==> config.mk <==
export PLATFORM = sky130hd
export DESIGN_NAME = cook_timer
export DESIGN_NICKNAME = d
export VERILOG_FILES = /design/src/rtl/cook_timer.sv
export SDC_FILE = /design/constraint.sdc
export NUM_CORES = 1
export LEC_CHECK = 0
export ABC_AREA = 0
export BUFFER_PORTS_ARGS = -buffer_cell sky130_fd_sc_hd__buf_2
export CORE_MARGIN = 5
export CORE_UTILIZATION = 59
export CTS_CLUSTER_SIZE = 16
export DETAILED_ROUTE_END_ITERATION = 6
export PLACE_DENSITY_LB_ADDON = 0.1
export SYNTH_ARGS = -nofsm -noshare
export SYNTH_HDL_FRONTEND = slang
export SYNTH_SLANG_ARGS = --single-unit
==> constraint.sdc <==
create_clock -name clk -period 2.8 [get_ports clk]
set_input_delay 0.56 -clock clk [delete_from_list [all_inputs] [get_ports clk]]
set_output_delay 0.56 -clock clk [all_outputs]
set_load 0.01 [all_outputs]
==> src/rtl/cook_timer.sv <==
// Countdown cook timer: keypad-loaded MM:SS BCD count, one-second decrements while
// the magnetron is on, and a registered timer_done level for the magnetron control.
module cook_timer #(
    parameter int TICK_DIV = 50000000,
    parameter int PW       = 26
) (
    input  logic       clk,
    input  logic       rstn,
    input  logic       clearn,
    input  logic       mag_on,
    input  logic       key_valid,
    input  logic [3:0] key_digit,
    output logic [3:0] min_tens,
    output logic [3:0] min_ones,
    output logic [3:0] sec_tens,
    output logic [3:0] sec_ones,
    output logic       timer_done,
    output logic       running
);

    typedef enum logic [1:0] {IDLE, SET, RUN, DONE} state_t;

    state_t        state;
    logic [PW-1:0] presc;
    logic [3:0]    dec_mt, dec_mo, dec_st, dec_so;
    logic          dec_zero;
    logic          key_ok;
    logic          tick;

    assign key_ok = key_valid && (key_digit <= 4'd9);
    assign tick   = (presc == PW'(TICK_DIV - 1));

    // One-second BCD decrement; seconds tens borrows to 5, so entered 6-9 just count down.
    always_comb begin
        dec_mt = min_tens;
        dec_mo = min_ones;
        dec_st = sec_tens;
        dec_so = sec_ones;
        if (sec_ones != 4'd0) begin
            dec_so = sec_ones - 4'd1;
        end else begin
            dec_so = 4'd9;
            if (sec_tens != 4'd0) begin
                dec_st = sec_tens - 4'd1;
            end else begin
                dec_st = 4'd5;
                if (min_ones != 4'd0) begin
                    dec_mo = min_ones - 4'd1;
                end else begin
                    dec_mo = 4'd9;
                    dec_mt = min_tens - 4'd1;
                end
            end
        end
    end

    assign dec_zero = ({dec_mt, dec_mo, dec_st, dec_so} == 16'h0000);

    always_ff @(posedge clk or negedge rstn) begin
        if (!rstn) begin
            state      <= IDLE;
            presc      <= '0;
            min_tens   <= 4'd0;
            min_ones   <= 4'd0;
            sec_tens   <= 4'd0;
            sec_ones   <= 4'd0;
            timer_done <= 1'b0;
            running    <= 1'b0;
        end else if (!clearn) begin
            state      <= IDLE;
            presc      <= '0;
            min_tens   <= 4'd0;
            min_ones   <= 4'd0;
            sec_tens   <= 4'd0;
            sec_ones   <= 4'd0;
            timer_done <= 1'b0;
            running    <= 1'b0;
        end else begin
            case (state)
                IDLE, SET: begin
                    if (mag_on) begin
                        presc <= '0;
                        if (state == SET) begin
                            state   <= RUN;
                            running <= 1'b1;
                        end else begin
                            state      <= DONE;
                            timer_done <= 1'b1;
                        end
                    end else if (key_ok) begin
                        min_tens <= min_ones;
                        min_ones <= sec_tens;
                        sec_tens <= sec_ones;
                        sec_ones <= key_digit;
                        state    <= ({min_ones, sec_tens, sec_ones, key_digit} != 16'h0000)
                                    ? SET : IDLE;
                    end
                end
                RUN: begin
                    if (!mag_on) begin
                        // Stop drops the partial second; digits are held as-is.
                        state   <= SET;
                        presc   <= '0;
                        running <= 1'b0;
                    end else if (tick) begin
                        presc    <= '0;
                        min_tens <= dec_mt;
                        min_ones <= dec_mo;
                        sec_tens <= dec_st;
                        sec_ones <= dec_so;
                        if (dec_zero) begin
                            state      <= DONE;
                            timer_done <= 1'b1;
                            running    <= 1'b0;
                        end
                    end else begin
                        presc <= presc + 1'b1;
                    end
                end
                DONE: begin
                    // A key restarts entry from 0000, so only the new digit survives.
                    if (!mag_on && key_ok) begin
                        timer_done <= 1'b0;
                        min_tens   <= 4'd0;
                        min_ones   <= 4'd0;
                        sec_tens   <= 4'd0;
                        sec_ones   <= key_digit;
                        state      <= (key_digit != 4'd0) ? SET : IDLE;
                    end
                end
                default: state <= IDLE;
            endcase
        end
    end

endmodule

==> metrics <==
Placed Cells=391; DR vias=2687; Mean Syn Cell Area=8.82 µm²; Final nets=355; Num CTS Buffers=5; Yosys cell types=61; post-route cell area=3100 µm²; layout cells sized above 1=0.151; area of the core=4690 µm²; HP Class=in -> async; FP Rows=25; setup tns final=0 ns; Post-CTS Setup Inserts=0; Synth area leader=dfrtp_1; Worst Path Arrival=2.77 ns; first-pass GRT wire length=12300 µm; vias per cell=6.73; largest net degree at the start of global routing=27; fill cell count=402; CTS root buf=clkbuf_8; outcome=finished clean; hold_buf cts=0; PortBufs=26; Leak Pwr=1.38 nW; DRT iter0 DRCs=267; post-synth top area share=0.407; die area=6280 µm²; clk sink count=46; H-tree levels=2; grt total ovfl=0; sequential share of the synthesized area=0.407; drc violations=0; Routed WL per cell=17.9 µm; Clock Latency Late Sink=0.30 ns; final hold slack=0.248 ns; Post-Syn Area=2830 µm²; Longest Clk Path Bufs=2; shortest period the worst path allows=2.59 ns; Seq cells post-synth=46; Critical Path End Type=flip-flop; placed instance area=3010 µm²; number of synthesized flops with an enable pin=0; Worst-Margin Slew=0.589 ns; CTS tree=built; Resized Gates After CTS=0; Final period util=0.926; Initial Util=0.603; Worst-path clk slew=0.09 ns; Final GP Congestion=0.911; ANT cells=0; clock tree skew after final layout=0.0119 ns; fin. max-slew vios=0; RSZ-0062 raised after global routing=no; Post-Synthesis Net Count=332; drt first pass iters=6; Die Width=79.3 µm; Finish-stage setup viols=0; slew margin rel.=0.607; # Max-Cap Violations=0; Data required, critical path=2.98 ns; f_max=386 MHz; peak supply drop=0.240 mV; antenna violations before repair=0; Power Density=452 nW/µm²; vias in the first global route=2589; Post-Syn Instances=321; Synth Flop Type=dfrtp_1; Max FO, Critical Path=11; worst reg2reg setup slack=0.21 ns; GR Util All Layers=0.249; Area Overhead vs Synth=9.50%; main area contributors after synthesis=dfrtp_1 41%, xor2_1 4.3%, nor2_1 4.2%; Synth warnings=0; Post-DRT Antenna Nets=0; DP HPWL=4980 µm; Startpoint Class=flip-flop; Post-Route WL=7130 µm; endpoints failing hold=0; Die H=79.3 µm; Non-Filler Instances=399; Async S/R FF share, synth=1.00; Setup CP Type=reg -> reg; Ports=27
[layer usage]
metal / wire, µm / GRT usage
met2: 3440 / 0.413
met3: 496 / 0.0431
met4: 96 / 0.0893
met5: 0 / 0
met1: 3090 / 0.326
[stage by stage]
stage | util | setup slack, ns | total power [W]
CTS | 0.661 | 0.270 | 0.00141
detailed placement | 0.641 | 0.291 | 0.000977
floorplan | - | 0.636 | 0.000893
global placement | 0.641 | 0.427 | 0.000974
finish | 0.661 | 0.207 | 0.00140
global route | 0.661 | 0.0506 | 0.00148
[worst max-delay path, cell delays in order (launching register included)]
cell and delay, ns:
dfrtp_1 0.41, ha_1 0.24, nand3_1 0.17, or4_4 0.55, or3_1 0.52, o311ai_0 0.46
a21oi_1 0.12
[synthesized netlist by cell type, drive strengths merged, types with 3 or more instances]
library cell / number
clkbuf: 12
and3: 8
dfrtp: 46
nor3: 8
a21oi: 12
a31oi: 9
or4: 4
buf: 5
o21ai: 19
nand3: 20
nand4: 13
or3: 3
o211ai: 4
nor4: 4
xor2: 14
and4: 4
o31ai: 6
a22o: 5
nor2: 33
a21o: 4
nor2b: 5
nand2: 23
inv: 9
o2111ai: 3
nand2b: 3
[layout make-up]
cell class | instances | area, µm² | share of cell area
clock buffers | 6 | 82.6 | 0.0266
clock inverters | 2 | 12.5 | 0.00404
inverters | 10 | 37.5 | 0.0121
multi-input cells | 248 | 1570 | 0.505
flip-flops and latches | 46 | 1150 | 0.371
well taps | 54 | 67.6 | 0.0218
repair buffers | 33 | 183 | 0.0589
[flip-flops by register name, summed over array words and instances, names as in the netlist]
signal / flops
presc: 26
min_ones: 4
min_tens: 4
sec_ones: 4
sec_tens: 4
state: 2
running: 1
timer_done: 1
[logic make-up (layout without fill, tap and decap cells)]
| family | count (synthesis) | in the layout | share of synthesized area |
|---|---|---|---|
| xor gates and xnor gates | 16 | 16 | 0.0495 |
| buffers and inverters | 27 | 51 | 0.0402 |
| and+or+nand+nor | 136 | 136 | 0.257 |
| adders and majority gates | 2 | 2 | 0.00884 |
| DFF | 46 | 46 | 0.407 |
| muxes | 4 | 4 | 0.0150 |
| AOI/OAI and AO/OA | 90 | 90 | 0.223 |
[cell usage in the layout (no fill, tap or decap), drive strengths merged, types with 6 or more instances in the layout]
cell	synthesis	final
nor3	8	8
dfrtp	46	46
buf	5	33
clkbuf	12	6
and3	8	8
a31oi	9	9
o31ai	6	6
inv	9	9
nand3	20	20
xor2	14	14
nand4	13	13
a21oi	12	12
o21ai	19	19
nor2	33	33
nand2	23	23
[power breakdown]
group	switching [W]	internal [W]	leakage (nW)	total [W]
Clock	0.000235	0.000199	0.0472	0.000434
Combinational	0.000161	0.0000930	0.693	0.000254
Sequential	0.0000334	0.000681	0.635	0.000714
Total	0.000429	0.000973	1.38	0.00140
[worst paths after layout]
check	from	end	depth (start not counted)
max	presc[0]	min_tens[3]	6
min	rstn	presc[2]	1
max reg2reg	presc[0]	min_tens[3]	6
min reg2reg	presc[11]	presc[11]	1
max in group asynchronous	rstn	sec_ones[3]	2
min in group clk	presc[11]	presc[11]	1
(Power assumes the default switching activity.)
